--- src/rtl/openhw_arb_pkg.sv ---
// Shared arbiter definitions: FSM state encoding reused by the openhw arbiters.
package openhw_arb_pkg;

  typedef enum logic {
    IDLE  = 1'b0,
    GRANT = 1'b1
  } arb_state_e;

endpackage

--- src/rtl/openhw_onehotdecoder.sv ---
// Binary-to-one-hot decoder with an enable; output is all-zero when disabled.
module openhw_onehotdecoder #(
  parameter int WIDTH = 2
) (
  input  logic [WIDTH-1:0]      idx,
  input  logic                  en,
  output logic [2**WIDTH-1:0]   onehot
);

  always_comb begin
    onehot = '0;
    if (en) begin
      onehot[idx] = 1'b1;
    end
  end

endmodule

--- src/rtl/openhw_rr_arbiter.sv ---
// Two-state round-robin arbiter: one grant at a time, held until the holder
// pulses Done, with the priority pointer advancing past each released winner.
module openhw_rr_arbiter
  import openhw_arb_pkg::*;
#(
  parameter int IDXW = 2
) (
  input  logic                 clk,
  input  logic                 resetn,
  input  logic [2**IDXW-1:0]   Req,
  input  logic                 Done,
  output logic [2**IDXW-1:0]   Grant,
  output logic [IDXW-1:0]      GrantIdx,
  output logic                 Busy
);

  localparam int N = 2**IDXW;

  arb_state_e      state_q, state_d;
  logic [IDXW-1:0] ptr_q, ptr_d;
  logic [IDXW-1:0] idx_q, idx_d;
  logic [IDXW-1:0] winner;
  logic            found;

  // Scan upward from the pointer; IDXW-bit addition wraps N-1 back to 0.
  always_comb begin
    winner = ptr_q;
    found  = 1'b0;
    for (int i = 0; i < N; i++) begin
      logic [IDXW-1:0] cand;
      cand = ptr_q + IDXW'(i);
      if (!found && Req[cand]) begin
        winner = cand;
        found  = 1'b1;
      end
    end
  end

  always_comb begin
    state_d = state_q;
    ptr_d   = ptr_q;
    idx_d   = idx_q;
    case (state_q)
      IDLE: begin
        if (found) begin
          state_d = GRANT;
          idx_d   = winner;
        end
      end
      GRANT: begin
        if (Done) begin
          state_d = IDLE;
          ptr_d   = idx_q + 1'b1;
        end
      end
      default: state_d = IDLE;
    endcase
  end

  // Reset aborts any grant outright; the pointer restarts at 0.
  always_ff @(posedge clk) begin
    if (!resetn) begin
      state_q <= IDLE;
      ptr_q   <= '0;
      idx_q   <= '0;
    end else begin
      state_q <= state_d;
      ptr_q   <= ptr_d;
      idx_q   <= idx_d;
    end
  end

  assign Busy     = (state_q == GRANT);
  assign GrantIdx = idx_q;

  openhw_onehotdecoder #(
    .WIDTH (IDXW)
  ) u_grant_dec (
    .idx    (idx_q),
    .en     (Busy),
    .onehot (Grant)
  );

endmodule
--- config.mk ---
export PLATFORM = sky130hd
export DESIGN_NAME = openhw_rr_arbiter
export DESIGN_NICKNAME = d
export VERILOG_FILES = /design/src/rtl/openhw_arb_pkg.sv /design/src/rtl/openhw_onehotdecoder.sv /design/src/rtl/openhw_rr_arbiter.sv
export SDC_FILE = /design/constraint.sdc
export NUM_CORES = 1
export LEC_CHECK = 0
export CAP_MARGIN = 10
export CORE_AREA = 2 2 39 41
export DETAILED_ROUTE_END_ITERATION = 12
export DIE_AREA = 0 0 41 43
export PLACE_DENSITY = 0.64
export SYNTH_ARGS = -nofsm -noshare
export SYNTH_HDL_FRONTEND = slang
export SYNTH_SLANG_ARGS = --single-unit
--- constraint.sdc ---
create_clock -name clk -period 3.23 [get_ports clk]
set_input_delay 0.323 -clock clk [delete_from_list [all_inputs] [get_ports clk]]
set_output_delay 0.323 -clock clk [all_outputs]
set_load 0.02 [all_outputs]
==> impl_metrics.ini <==
[synthesis]
synth_area_per_cell_sq_um = 8.358
synth_fp_nets = 61
synthCells = 50
yosysWarnings = 0
synth_area_sq_um = 417.9
synth.yosys.seq_area_share_pct = 23.95
ys_ff_latch = 5
synth_cell_types = 23

[run]
maxCapViolations = 0

[critical_path]
crit_path_max_incr_delay_ps = 530
worst_r2r_startpoint = Busy
required_ps = 2910
path_delay_family = buffers and inverters
cp_cell_sequence = inv_1 > ha_1 > and2_1 > clkdlybuf4s50_1
worstSetupEndpointType = output port
arrival_ps = 1630
slowest_stage = clkdlybuf4s50_1
worst-path-max-fanout = 6
critPathBufInv = 2
path_class = flip-flop to output port
crit_start = GrantIdx[0]
startpoint_type = flip-flop

[power]
ir_worst_vdd_v = 0.0003598
power_density_mw_per_mm2 = 332.0
p_leak_uw = 0.0002267

[grt]
grt_max_degree = 14
track_usage_pct = 11.76
grt_pass1_vias = 347
antenna_found_initial = 0
overflow = 0
grt_pass1_wl_mm = 1.366

[sta]
min_period_over_period_pct = 60.36
finalHoldViolCount = 0
setup_viol_count_final = 0
slew_viol_final = 0
rsz0062_at_grt = no
worst_pin_slew_ps = 361.6
finClkSkew_ps = 4.683
setup_tns_ps = 0
timing.fmax_mhz = 512.9
period_needed_ps = 1950
slew_headroom_pct = 75.69

[place]
place_congestion = 0.7364
dp_hpwl_microns = 647.9
io_buffers = 13

[routing]
drc = 0
firstDrtPassIters = 3
vias = 407
antenna_left = 0
initialDrtViolationCount = 9
routed_via_density = 4.963
wl_per_cell_microns = 10.74
wl_microns = 881

[floorplanning]
fp.dieH_microns = 43
row_count = 14
core_sq_mm = 0.001384
design.die.area_sq_mm = 0.001763
fp.dieW_microns = 41
initial_core_util_pct = 30.20
ios = 14

[hold_path]
hp-class = flip-flop to flip-flop
worstHoldStart = ptr_q[1]

[clocking]
holdBufCountCts = 0
cts_setup_buffers = 0
cts-htree-levels = 1
cts_sinks = 5
cts_tree = yes
clk_latency_ps = 240
clk_path_buf_depth = 2
cts_resized = 0
clkTransAtPathRegs_ps = 40
cts_buffers = 3
root_buffer = clkbuf_4

[cells_and_area]
final_cell_mix = clkdlybuf4s50_1, a21oi_1, dfxtp_1
layout-drive-gt1-share_pct = 10.61
areaGrowthSynthToFinish_pct = 41.32
fillers = 137
fin_nets = 78
layout_commonest_cell = clkdlybuf4s50_1
final_util_pct = 42.68
diodes = 0

[outcome]
status = finished, final reports clean
layer usage:
layer | share of wire, % | vias up | global-route usage [%]
met3 | 5.6 | 0 | 6.283
met5 | 0 | - | 0
met2 | 42 | 8 | 14.69
li1 | - | 215 | -
met4 | 0 | 0 | 4.000
met1 | 52 | 184 | 16.77
flip-flops by register name, summed over array words and instances (netlist names):
| signal | cells |
|---|---|
| Busy | 1 |
| ptr_q | 2 |
| GrantIdx | 2 |
power by group:
part	internal, uW	total (uW)	leakage [uW]	switching (uW)
clock	46.7	71.6	0.0000150	24.9
sequential	66.1	74.5	0.0000411	8.33
combinational	27.1	50.0	0.000171	22.9
metrics by stage:
stage / area (sq um) / setup WS, ps / hold WS (ps) / total power, uW / instances
floorplan: 417.9 / 1914 / 439.1 / 99.99 / 50
global route: 590.6 / 1180 / 600.3 / 212.5 / 82
CTS: 590.6 / 1256 / 571.3 / 200.3 / 82
finish: 590.6 / 1280 / 578.0 / 196.1 / 82
detailed placement: 564.3 / 1373 / 563.3 / 125.9 / 78
global placement: 564.3 / 1441 / 567.4 / 126.5 / 78
kinds of logic (layout without fill, tap and decap cells):
logic type                 count (synthesis)  in the layout  share of synthesized area (%)
AOI/OAI and AO/OA                         16             16                          26.35
adders and majority gates                  4              4                          11.98
buffers and inverters                      6             22                          5.386
DFF                                        5              5                          23.95
muxes                                      1              1                          2.694
and+or+nand+nor                           18             18                          29.64
synth_stat cells, drive strengths merged:
cell type  number  share of area, %
a21oi           7               8.4
dfxtp           5                24
inv             5               4.5
and2            4               6.0
ha              4                12
nand2           3               2.7
or2b            3               5.4
nand2b          2               3.0
nand4bb         2               5.4
o211ai          2               3.6
o41ai           2               4.2
a211oi          1               1.8
a21bo           1               2.4
a21boi          1               1.8
a311oi          1               2.1
clkbuf          1              0.90
mux2            1               2.7
nand3           1               1.2
nor4            1               3.0
o32ai           1               2.1
or2             1               1.5
or3             1               1.5
cell type report:
cell class / instances / area (sq um) / area share, %
Multi-Input combinational cell: 39 / 295.3 / 50.00
Timing Repair Buffer: 13 / 130.1 / 22.03
Sequential cell: 5 / 100.1 / 16.95
Clock buffer: 4 / 26.28 / 4.449
Tap cell: 16 / 20.02 / 3.390
Inverter: 5 / 18.77 / 3.178
final timing paths:
kind,to,slack (ps),cells after the start
setup / recovery,Grant[2],1280,4
hold / removal,ptr_q[1],580,2
setup reg to reg,GrantIdx[1],1920,2
hold reg to reg,ptr_q[1],580,2
worst min-delay path: cells and delay by family (launching register included):
kind,cells,cell delay [ps]
simple gates,1,90
compound gates,1,60
flops,1,380
Note: power is estimated with default switching activity, not from simulation.
